===== config.mk =====
export PLATFORM = sky130hd
export DESIGN_NAME = oven_controller
export DESIGN_NICKNAME = d
export VERILOG_FILES = /design/src/rtl/oven_controller.sv
export SDC_FILE = /design/constraint.sdc
export NUM_CORES = 1
export LEC_CHECK = 0
export ABC_AREA = 1
export BUFFER_PORTS_ARGS = -buffer_cell sky130_fd_sc_hd__buf_2
export CAP_MARGIN = 20
export CORE_MARGIN = 2
export CORE_UTILIZATION = 39
export DETAILED_ROUTE_END_ITERATION = 6
export PLACE_DENSITY = 0.65
export SYNTH_ARGS = -nofsm -noshare
export SYNTH_HDL_FRONTEND = slang
export SYNTH_SLANG_ARGS = --single-unit
export TNS_END_PERCENT = 10

===== constraint.sdc =====
create_clock -name clk -period 2.5 [get_ports clk]
set_clock_uncertainty 0.2 [all_clocks]
set_input_delay 0.125 -clock clk [delete_from_list [all_inputs] [get_ports clk]]
set_output_delay 0.125 -clock clk [all_outputs]
set_load 0.005 [all_outputs]

===== src/rtl/oven_controller.sv =====
// Oven cook-cycle controller: validates a start request, preheats to the
// latched target, bakes for a tick-counted duration, then waits for ack.
// Optional feature macro: OVEN_TIMEOUT_EN adds a preheat timeout into FAULT.
module oven_controller #(
    parameter int unsigned TICK_DIV      = 50,
    parameter int unsigned MIN_TEMP      = 150,
    parameter int unsigned MAX_TEMP      = 500,
    parameter int unsigned PREHEAT_LIMIT = 600
) (
    input  logic        clk,
    input  logic        rstN,
    input  logic        start,
    input  logic        cancel,
    input  logic        ack,
    input  logic [9:0]  targetTemp,
    input  logic [11:0] bakeTime,
    input  logic [9:0]  currentTemp,
    input  logic        preheated,
    output logic        heat,
    output logic        tempInputDone,
    output logic [2:0]  state,
    output logic [11:0] remaining,
    output logic        done,
    output logic        error
);

    localparam int unsigned TW = 10;
    localparam int unsigned BW = 12;
    localparam int unsigned PW = (TICK_DIV > 1) ? $clog2(TICK_DIV) : 1;

    // Parameter sanity checks at elaboration
    if (TICK_DIV < 2) begin : g_bad_tick_div
        $error("oven_controller: TICK_DIV must be >= 2");
    end
    if (PREHEAT_LIMIT < 1) begin : g_bad_preheat_limit
        $error("oven_controller: PREHEAT_LIMIT must be >= 1");
    end

    typedef enum logic [2:0] {
        S_IDLE    = 3'd0,
        S_PREHEAT = 3'd1,
        S_BAKE    = 3'd2,
        S_DONE    = 3'd3,
        S_FAULT   = 3'd4
    } state_t;

    state_t          r_state;
    logic [TW-1:0]   r_target;
    logic [BW-1:0]   r_bake;
    logic [BW-1:0]   r_remaining;
    logic [PW-1:0]   r_presc;
    logic            r_heat;
    logic            r_tid;
    logic            r_done;
    logic            r_error;

`ifdef OVEN_TIMEOUT_EN
    localparam int unsigned LW = (PREHEAT_LIMIT > 1) ? $clog2(PREHEAT_LIMIT) : 1;
    logic [LW-1:0]   r_tmo;
    logic            w_tmo_last;
    assign w_tmo_last = (r_tmo == LW'(PREHEAT_LIMIT - 1));
`endif

    logic w_start_ok;
    logic w_tick;
    logic w_below;
    logic w_leave;

    assign w_start_ok = (targetTemp >= TW'(MIN_TEMP)) && (targetTemp <= TW'(MAX_TEMP))
                        && (bakeTime != '0);
    assign w_tick     = (r_presc == PW'(TICK_DIV - 1));
    assign w_below    = (currentTemp < r_target);
    // Cancel from any active state, or ack from a terminal state, returns to IDLE
    assign w_leave    = (r_state != S_IDLE) &&
                        (cancel || (((r_state == S_DONE) || (r_state == S_FAULT)) && ack));

    // Controller state machine with registered outputs
    always_ff @(posedge clk) begin
        if (!rstN) begin
            r_state     <= S_IDLE;
            r_target    <= '0;
            r_bake      <= '0;
            r_remaining <= '0;
            r_presc     <= '0;
            r_heat      <= 1'b0;
            r_tid       <= 1'b0;
            r_done      <= 1'b0;
            r_error     <= 1'b0;
`ifdef OVEN_TIMEOUT_EN
            r_tmo       <= '0;
`endif
        end else begin
            r_error <= 1'b0;
            if (w_leave) begin
                r_state     <= S_IDLE;
                r_remaining <= '0;
                r_presc     <= '0;
                r_heat      <= 1'b0;
                r_tid       <= 1'b0;
                r_done      <= 1'b0;
            end else begin
                case (r_state)
                    S_IDLE: begin
                        if (start && !cancel) begin
                            if (w_start_ok) begin
                                r_target <= targetTemp;
                                r_bake   <= bakeTime;
                                r_presc  <= '0;
                                r_heat   <= (currentTemp < targetTemp);
                                r_tid    <= 1'b1;
                                r_state  <= S_PREHEAT;
`ifdef OVEN_TIMEOUT_EN
                                r_tmo    <= '0;
`endif
                            end else begin
                                r_error <= 1'b1;
                            end
                        end
                    end
                    S_PREHEAT: begin
                        r_heat <= w_below;
                        if (preheated) begin
                            r_remaining <= r_bake;
                            r_presc     <= '0;
                            r_state     <= S_BAKE;
                        end
`ifdef OVEN_TIMEOUT_EN
                        else if (w_tick) begin
                            r_presc <= '0;
                            if (w_tmo_last) begin
                                r_heat  <= 1'b0;
                                r_state <= S_FAULT;
                            end else begin
                                r_tmo <= r_tmo + LW'(1);
                            end
                        end else begin
                            r_presc <= r_presc + PW'(1);
                        end
`endif
                    end
                    S_BAKE: begin
                        if (w_tick) begin
                            r_presc <= '0;
                            if (r_remaining == BW'(1)) begin
                                r_remaining <= '0;
                                r_heat      <= 1'b0;
                                r_done      <= 1'b1;
                                r_state     <= S_DONE;
                            end else begin
                                r_remaining <= r_remaining - BW'(1);
                                r_heat      <= w_below;
                            end
                        end else begin
                            r_presc <= r_presc + PW'(1);
                            r_heat  <= w_below;
                        end
                    end
                    S_DONE, S_FAULT: begin
                        r_heat <= 1'b0;
                    end
                    default: begin
                        r_state     <= S_IDLE;
                        r_remaining <= '0;
                        r_heat      <= 1'b0;
                        r_tid       <= 1'b0;
                        r_done      <= 1'b0;
                    end
                endcase
            end
        end
    end

    assign state         = r_state;
    assign heat          = r_heat;
    assign tempInputDone = r_tid;
    assign remaining     = r_remaining;
    assign done          = r_done;
    assign error         = r_error;

endmodule


==> After elaboration in Yosys (flattened, before gate mapping) <==
Cells that the tools add are included.
W data, S select, Z words.
{ "word_totals": {"reg_bits": 47, "latchBits": 0, "ramBits": 0, "romBits": 0, "inputBits": 38, "output_inout_bits": 19, "wordCells": 86, "n_memories": 0} }
{ "op_classes": {"add_sub_neg": 2, "multipliers": 0, "div": 0, "order_cmp": 4, "eq_ne": 11, "shift": 0, "n_mux": 27, "bitwise": 8, "reduce_logical": 25} }
{ "ops": {"columns": ["operator", "count"], "rows": [
  ["$mux W12", 3],
  ["$pmux W12 S3", 1],
  ["$mux W6", 4],
  ["$lt A10 B10 Y1", 2],
  ["$pmux W6 S3", 1],
  ["$mux W3", 5],
  ["$eq A12 B1 Y1 const B", 1],
  ["$pmux W3 S4", 1],
  ["$reduce_bool A12 Y1", 1],
  ["$reduce_or A4 Y1", 3],
  ["$sub A12 B1 Y12 const B", 1],
  ["$ge A10 B8 Y1 const B", 1],
  ["$le A10 B9 Y1 const B", 1],
  ["$ne A2 B2 Y1 const B", 5],
  ["$mux W1", 9],
  ["$reduce_and A3 Y1", 3],
  ["$not A1 Y1", 8],
  ["$reduce_and A4 Y1", 2],
  ["$add A6 B1 Y6 const B", 1],
  ["$eq A3 B2 Y1 const B", 2],
  ["$eq A6 B6 Y1 const B", 1],
  ["$reduce_and A6 Y1", 1],
  ["$reduce_bool A3 Y1", 2],
  ["$logic_and A1 B1 Y1", 5],
  ["other kinds (10)", 13]
]} }

==> Longest topological paths before layout <==
Gate-level depths: netlist (run 1).
{ "logic_depth": {"depth_word": 7, "ltp_mapped": 13, "ltp_nobuf": 13} }

==> Worst setup path after synthesis (run 1) <==
OpenSTA, ideal clock, no wires.
{ "synth_timing": {"kind": "reg2reg", "from": "register r_state[0], in the netlist state[0]", "to": "register r_presc[1]", "setup_time_ns": 0.116, "arrival_time_ns": 1.546, "required_time_ns": 2.184, "slack_ns": 0.638, "stages_incl_launch_ff": 7, "path_buffers": 0, "period_less_slack_ns": 1.862, "path_cell_list": "dfxtp_1 > inv_1 > ha_1 > a211oi_4 > nand2_2 > o21ai_1 > nor2_1"} }
{ "synth_via": {"elab_chain_len": 6} }
{ "synth_rtl": {"columns": ["item", "line", "source"], "rows": [
  ["start: declaration", "47", "state_t r_state;"],
  ["start signal: assignment", "80", "r_state <= S_IDLE;"],
  ["start signal: assignment", "95", "r_state <= S_IDLE;"],
  ["start signal: assignment", "111", "r_state <= S_PREHEAT;"],
  ["$eq A3 B2 Y1 / $eq A3 B3 Y1 (equally long branches)", "75", "(cancel || (((r_state == S_DONE) || (r_state == S_FAULT)) && ack));"],
  ["$logic_or A1 B1 Y1", "75", null],
  ["$logic_and A1 B1 Y1", "75", null],
  ["$logic_or A1 B1 Y1", "75", null],
  ["$logic_and A1 B1 Y1", "74", "assign w_leave = (r_state != S_IDLE) &&"],
  ["$reduce_or A2 Y1 (no line)", null, null],
  ["end signal: assignment", "154", "r_presc <= r_presc + PW'(1);"],
  ["end: declaration", "51", "logic [PW-1:0] r_presc;"]
]} }
Parallel ways exist; a longest one is shown, timed or not.
A chain may end at the register's enable or synchronous reset.

==> Final worst setup path (run 1) <==
{ "layout_timing": {"from": "register r_state[0], in the netlist state[0]", "to": "register r_remaining[2], in the netlist remaining[2]"} }
{ "layout_via": {"elab_chain_len": 6} }
{ "layout_rtl": {"columns": ["item", "line", "source"], "rows": [
  ["$eq A3 B2 Y1 / $eq A3 B3 Y1 (equally long branches)", "75, 102", null],
  ["$logic_or A1 B1 Y1", "75", null],
  ["$logic_and A1 B1 Y1", "75", null],
  ["$logic_or A1 B1 Y1", "75", null],
  ["$logic_and A1 B1 Y1", "74", null],
  ["$reduce_or A2 Y1 (no line)", null, null],
  ["end signal: assignment", "123", "r_remaining <= r_bake;"],
  ["end signal: assignment", "150", "r_remaining <= r_remaining - BW'(1);"],
  ["end: declaration", "50", "logic [BW-1:0] r_remaining;"]
]} }
Parallel ways exist; a longest one is shown, timed or not.

==> results of run 1 <==
-- cells in the mapped netlist, drive strengths merged --
cell type	count
inv	55
a211oi	2
nand2	97
nor3	2
o21bai	2
a21oi	58
nor3b	1
nor2	57
dfxtp	46
o22ai	1
a21o	2
nand3b	1
nand4	8
or2	4
nor4	1
xor2	4
o31ai	1
o21a	1
ha	28
nand3	42
clkbuf	3
o21ai	16
conb	1
buf	10
-- worst max-delay path, stage by stage (launching register included) --
cell and delay, ps:
dfxtp_1 400, inv_1 130, ha_1 310, nand2_1 210, nand3_2 240, inv_1 330, o21ai_0 120, a21oi_1 150
-- layout make-up --
cell class | count | share of cell area, %
Clock buffer | 5 | 1.83
Inverter | 55 | 5.64
Multi-Input combinational cell | 329 | 48.9
Clock inverter | 3 | 1.20
Timing Repair Buffer | 83 | 14.5
Sequential cell | 46 | 24.5
Tap cell | 102 | 3.40
-- cells by family (layout without fill, tap and decap cells) --
logic type,Yosys count,count (layout),share of synthesized area [%]
compound gates,83,83,15.1
xor+xnor,4,4,1.15
fa+ha+maj,28,28,11.5
buf+inv,68,146,9.75
flops,46,46,30.2
other cells,1,1,0.123
simple gates,213,213,32.3
-- metal layers --
layer / up-vias / GRT usage [%] / routed length, um
met2: 72 / 29.7 / 3580
met3: 10 / 2.52 / 277
met5: - / 0 / 0
met4: 0 / 5.60 / 125
met1: 1359 / 24.1 / 3590
li1: 1595 / - / -
-- timing repair --
item | 4_1_cts | 5_1_grt
endpoints found under the setup margin | 0 | 0
hold buffers | 23 | 0
resized for setup | 0 | 0
endpoints found under the hold margin | 23 | 0
-- worst min-delay path by stage --
stage                             end  slack, ps
final                           error         50
after global routing            error         70
after floorplan           r_target[9]         50
after detailed placement  r_target[9]        160
after global placement    r_target[9]        160
after CTS                       error         40
-- flip-flops by register name, summed over array words and instances, names as in the netlist, 2 cells and up --
register	flops
r_bake	12
r_presc	6
r_target	10
remaining	12
state	2
-- where the power goes --
part / internal [mW] / switching [mW]
Sequential: 0.862 / 0.146
Clock: 0.297 / 0.258
Combinational: 0.632 / 1.04
Total: 1.79 / 1.44
==> reports/results.tsv, run 1 <==
metric	value	unit
status	completed	
crit_arrival	2180	ps
r2r-end	remaining[2]	
via_per_inst	4.87	
end_kind	flip-flop	
post_drt_wl_per_cell	12.1	um
multi_input_area	1830	sq um
drt-total-wl	7570	um
antenna_found_initial	0	
cts-root-buf	clkbuf_8	
start_util	39.9	%
netlist_area	3050	sq um
dp.cells	592	
synth_seq_cells	46	
min-delay-path-class	primary input to flip-flop	
grt_pass1_wl	12500	um
mostFrequentLayoutCells	nand2_1 (90), a21oi_1 (57), buf_2 (55)	
rr_worst_depth	7	
yosys.area.top_type	dfxtp_1	
maxSlewViolCount	0	
seq_area	921	sq um
place_area	3410	sq um
route.detailed.drc	0	
overflow	0	
hold_depth	5	
ir_drop	382	uV
syn_nets	509	
required	2520	ps
setup_tns	0	ps
power_density	863	nW/um^2
die_w	92.5	um
rsz0062_at_grt	no	
cts.clk_slew.worst_paths	90	ps
critical_path.startpoint	state[0]	
drt_pass1_iterations	4	
die-area	8550	sq um
ys_types	40	
ctsHtreeMaxLevel	2	
stdcell_count	623	
power_leakage	1.72	nW
clock-sinks	46	
nNetsFinal	586	
hpwl	5670	um
setup_violations	0	
cts_buffer_depth	2	
layout_commonest_cell	nand2_1	
stdcell_area	3750	sq um
period_minus_slack	2160	ps
critPathKind	flip-flop to flip-flop	
r2r_slack	340	ps
via_count	3036	
fin_crit_sh	86.5	%
fin_util	49.1	%
power	3.24	mW
yosysSeqAreaShare	30.2	%
drtIter0Drc	109	
cts_tree	built	
place.gp.congestion	0.822	
maxCapViolCount	0	
holdWs	46.1	ps
rows	32	
diodes	0	
worst_setup_path_start_kind	flip-flop	
max_freq	0.463	GHz
grt_max_degree	23	
yosys-top-cells-area	dfxtp_1 (30%), ha_1 (11%), nand2_1 (11%)	
hold_viol	0	
grt_pass1_vias	2732	
track_usage	18.0	%
r2r_start	state[0]	
yosysWarnings	0	
avgSynthCellArea	6.89	sq um
core-area	7650	sq um
nFillCells	754	
fp.dieH	92.5	um
ant_nets	0	
clk_latency	290	ps
hp-start	start	
syn_inst	443	
dp_worst_setup_slack	379	ps
cp_max_fo	13	
boundaryPins	57	
area_delta_synth_final	22.9	%
layout-drive-gt1-share	17.9	%
numCtsBuffers	5	
io_buffers	55	
synth.top_cell.area_share	30.2	%
crit_end	remaining[2]	
postCtsSetupRepairBufs	0	
fin_ws	338	ps
Power figures use the tool's default switching activity.
==> run 2, diff against run 1 <==
==> constraint.sdc (replaced) <==
create_clock -name clk -period 2.65 [get_ports clk]
set_clock_uncertainty 0.2 [all_clocks]
set_input_delay 0.1325 -clock clk [delete_from_list [all_inputs] [get_ports clk]]
set_output_delay 0.1325 -clock clk [all_outputs]
set_load 0.005 [all_outputs]
==> reports/results.tsv, run 2 (same netlist as run 1, synthesis figures left out) <==
metric	value	unit
fp.dieH	92.5	um
fin_ws	272	ps
cpMostUsedCell	inv_1	
die-area	8550	sq um
start_util	39.9	%
cts_buffer_depth	2	
ant_nets	0	
io_buffers	55	
setup_violations	0	
hpwl	5690	um
cp_max_fo	13	
grt_pass1_wl	12800	um
cts.clk_slew.worst_paths	90	ps
critical_path.max_stage_delay	440	ps
end_kind	flip-flop	
critPathKind	flip-flop to flip-flop	
worst_setup_path_start_kind	flip-flop	
clock-sinks	46	
period_minus_slack	2380	ps
crit_arrival	2370	ps
via_per_inst	4.86	
area_delta_synth_final	23.3	%
via_count	3018	
worstPathCellList	inv_1, ha_1, inv_1, nor2_1, inv_1, nand3_2, inv_1, o21ai_0, a21oi_1	
crit_buf_inv	4	
grt_max_degree	23	
place_area	3390	sq um
status	completed	
fin_crit_sh	89.7	%
grt_pass1_vias	2830	
layout-drive-gt1-share	17.5	%
track_usage	18.2	%
max_slew.worst_pin.slew	700	ps
boundaryPins	57	
post_drt_wl_per_cell	12.2	um
die_w	92.5	um
drtIter0Drc	104	
drt-total-wl	7550	um
rows	32	
nNetsFinal	584	
place.gp.congestion	0.890	
numCtsBuffers	5	
required	2640	ps
cp_slowest_cell	ha_1	
core-area	7650	sq um
ir_drop	374	uV
layout_commonest_cell	nand2_1	
crit_family	buffers and inverters	
drt_pass1_iterations	4	
seq_area	921	sq um
rsz0062_at_grt	no	
diodes	0	
cts_tree	built	
antenna_found_initial	0	
overflow	0	
hold_viol	0	
maxSlewViolCount	0	
min-delay-path-class	primary input to flip-flop	
cts-root-buf	clkbuf_8	
multi_input_area	1830	sq um
r2r_start	state[1]	
mostFrequentLayoutCells	nand2_1 (90), a21oi_1 (57), buf_2 (55)	
nFillCells	769	
power_leakage	1.73	nW
max_freq	0.421	GHz
clk_latency	300	ps
route.detailed.drc	0	
critical_path.startpoint	state[1]	
setup_tns	0	ps
maxCapViolCount	0	
stdcell_area	3760	sq um
hp-start	start	
ctsHtreeMaxLevel	2	
dp_worst_setup_slack	314	ps
power_density	837	nW/um^2
power	3.15	mW
slew_headroom	53.3	%
## run 2: cell type report
| class | instances | area share (%) |
|---|---|---|
| well taps | 102 | 3.39 |
| clock inverters | 2 | 1.60 |
| multi-input cells | 329 | 48.7 |
| flip-flops and latches | 46 | 24.5 |
| clock buffers | 6 | 2.19 |
| inverters | 55 | 5.62 |
| repair buffers | 81 | 14.0 |
## run 2: what timing repair did
item / 4_1_cts / 5_1_grt
hold buffers: 23 / 0
setup buffers: 0 / 0
endpoints found under the hold margin: 23 / 0
resized for setup: 0 / 0
## run 2: metal layers
layer | share of wire (%) | routed length [um] | global-route usage [%] | vias up
li1 | - | - | - | 1595
met1 | 49 | 3670 | 23.6 | 1348
met2 | 46 | 3490 | 31.6 | 67
met3 | 3.6 | 272 | 2.20 | 8
met4 | 1.5 | 111 | 5.60 | 0
met5 | 0 | 0 | 0 | -
## run 2: worst min-delay path, delay by kind of cell
kind,cells,cell delay (ps)
AND/OR/NAND/NOR,2,110
buffers and inverters,3,250
## run 2: report_power, final
group          total, mW  leakage, nW  internal [mW]  switching [mW]
clock              0.648       0.0714          0.402           0.246
sequential         0.947        0.374          0.813           0.134
combinational       1.55         1.29          0.589           0.965
## run 2: stage by stage
stage	cells	hold slack (ps)	utilization (%)
global placement	590	190	44.4
floorplan	443	61.5	-
global route	621	69.8	49.2
detailed placement	590	178	44.4
CTS	621	28.7	49.2
finish	621	30.9	49.2
## run 2: path summary, 6_finish.rpt
check	to	slack [ps]	cells after the start
setup reg to reg	remaining[3]	270	9
hold reg to reg	r_target[9]	260	2
setup / recovery	remaining[3]	270	9
hold / removal	error	30	5
==> run 3, diff against run 2 <==
--- a/config.mk
+++ b/config.mk
@@ -5,13 +5,12 @@
 export SDC_FILE = /design/constraint.sdc
 export NUM_CORES = 1
 export LEC_CHECK = 0
-export ABC_AREA = 1
 export BUFFER_PORTS_ARGS = -buffer_cell sky130_fd_sc_hd__buf_2
 export CAP_MARGIN = 20
 export CORE_MARGIN = 2
 export CORE_UTILIZATION = 39
 export DETAILED_ROUTE_END_ITERATION = 6
-export PLACE_DENSITY = 0.65
+export PLACE_DENSITY = 0.66
 export SYNTH_ARGS = -nofsm -noshare
 export SYNTH_HDL_FRONTEND = slang
 export SYNTH_SLANG_ARGS = --single-unit
==> reports/results.tsv, run 3 <==
metric	value	unit
status	completed	
end_kind	flip-flop	
critical_path.startpoint	state[1]	
drt-total-wl	7630	um
antenna_found_initial	0	
seq_area	921	sq um
cts-root-buf	clkbuf_8	
place.gp.congestion	0.890	
hold_depth	2	
crit_arrival	2630	ps
boundaryPins	57	
cts_buffer_depth	2	
critPathKind	flip-flop to flip-flop	
netlist_area	2800	sq um
syn_nets	413	
multi_input_area	1700	sq um
ir_drop	222	uV
core-area	6870	sq um
via_count	2815	
track_usage	20.2	%
power_leakage	1.46	nW
r2r_start	state[1]	
rows	30	
rr_worst_depth	7	
cp_max_fo	26	
io_buffers	55	
ctsHtreeMaxLevel	2	
layout_commonest_cell	buf_2	
hold_viol	0	
fin_util	51.8	%
clk_latency	320	ps
maxCapViolCount	0	
synth-edff-count	0	
cts.clk_slew.worst_paths	100	ps
nNetsFinal	494	
maxSlewViolCount	0	
clock-sinks	46	
cts_tree	built	
route.detailed.drc	0	
grt_pass1_vias	2588	
postCtsSetupRepairBufs	0	
drtIter0Drc	155	
drt_pass1_iterations	4	
avgSynthCellArea	8.07	sq um
overflow	0	
max_freq	0.391	GHz
power	2.19	mW
post_drt_wl_per_cell	14.5	um
yosysWarnings	0	
hpwl	5550	um
async_flop_share	0	%
via_per_inst	5.36	
min-delay-path-class	primary input to flip-flop	
r2r-end	error	
numCtsBuffers	5	
fp.dieH	88.7	um
synthFlopType	dfxtp_1	
required	2720	ps
min_to	r_target[1]	
start_util	40.7	%
diodes	0	
yosys-top-cells-area	dfxtp_1 (33%), ha_1 (13%), a21boi_0 (5.6%)	
yosys.area.top_type	dfxtp_1	
period_minus_slack	2560	ps
fin_crit_sh	96.6	%
yosysSeqAreaShare	32.9	%
mostFrequentLayoutCells	buf_2 (55), dfxtp_1 (46), nand2_1 (34)	
ant_nets	0	
die-area	7870	sq um
layout-drive-gt1-share	19.8	%
hp-start	rstN	
grt_pass1_wl	12400	um
synth.top_cell.area_share	32.9	%
die_w	88.7	um
syn_inst	347	
yosys-top-cells-count	dfxtp_1 (46), nand2_1 (34), nand3_1 (31), ha_1 (28), inv_1 (28)	
r2r_slack	90	ps
ys_types	52	
yosysMostFrequentCell	dfxtp_1	
synth_seq_cells	46	
grt_max_degree	27	
worst_setup_path_start_kind	flip-flop	
nFillCells	692	
area_delta_synth_final	27.1	%
power_density	614	nW/um^2
setup_violations	0	
holdWs	64.8	ps
-- run 3: cell types whose count changed in the layout (fill, tap and decap cells not counted), moves of 7 or more --
| cell | change |
|---|---|
| nand2_1 | -56 |
| a21boi_0 | +21 |
| inv_1 | -23 |
| nand3_1 | -9 |
| nor2_1 | -28 |
| a21oi_1 | -43 |
| buf_4 | +7 |
-- run 3: worst max path at each step --
| stage | end | slack, ps | cells past startpoint |
|---|---|---|---|
| after floorplan | remaining[2] | 500 | 6 |
| after global placement | remaining[2] | 400 | 6 |
| after detailed placement | remaining[2] | 370 | 6 |
| after CTS | error | 20 | 7 |
| after global routing | error | -10 | 7 |
| final | error | 90 | 7 |
-- run 3: area by class of cell --
cell class	instances	share of cell area, %
flip-flops and latches	46	25.9
inverters	29	3.06
multi-input cells	256	47.9
repair buffers	90	17.2
well taps	96	3.38
clock buffers	5	1.93
clock inverters	3	0.738
-- run 3: timing repair --
item | 4_1_cts | 5_1_grt
hold endpoints to repair | 22 | 0
resized for setup | 0 | 5
hold buffers | 24 | 0
endpoints found under the setup margin | 0 | 1
-- run 3: logic make-up after synthesis --
group                    synth area share [%]
flip-flops                               32.9
buffers and inverters                    6.35
multiplexers                             1.07
AND/OR/NAND/NOR                          22.2
other                                   0.134
adder cells (fa/ha/maj)                  12.5
AO/OA/AOI/OAI                            24.5
XOR/XNOR                                0.313
-- run 3: per-layer routing --
layer | global-route usage (%) | routed length, um | share of wire, %
met4 | 5.65 | 100 | 1.3
met3 | 4.01 | 378 | 5.0
met2 | 33.7 | 3710 | 49
met1 | 26.4 | 3430 | 45
met5 | 0 | 0 | 0
-- run 3: metrics by stage --
step | TNS, ps | instances | setup slack (ps) | cell area [sq um]
final | 0 | 525 | 90.7 | 3560
after global routing | -13.1 | 525 | -13.1 | 3560
after CTS | 0 | 525 | 23.0 | 3540
after detailed placement | 0 | 493 | 375 | 3210
after global placement | 0 | 493 | 396 | 3210
after floorplan | 0 | 347 | 496 | 2800
-- run 3: power breakdown --
group | total, mW | switching, mW | internal (mW)
Sequential | 0.809 | 0.0589 | 0.751
Clock | 0.481 | 0.285 | 0.197
Combinational | 0.896 | 0.538 | 0.358
-- run 3: critical path, stage by stage (launching register included) --
cell           delay, ps
dfxtp_1              380
inv_1                130
ha_2                 230
buf_12               170
nand4b_1             100
dlygate4sd3_1        570
a41oi_1              150
dlygate4sd3_1        570
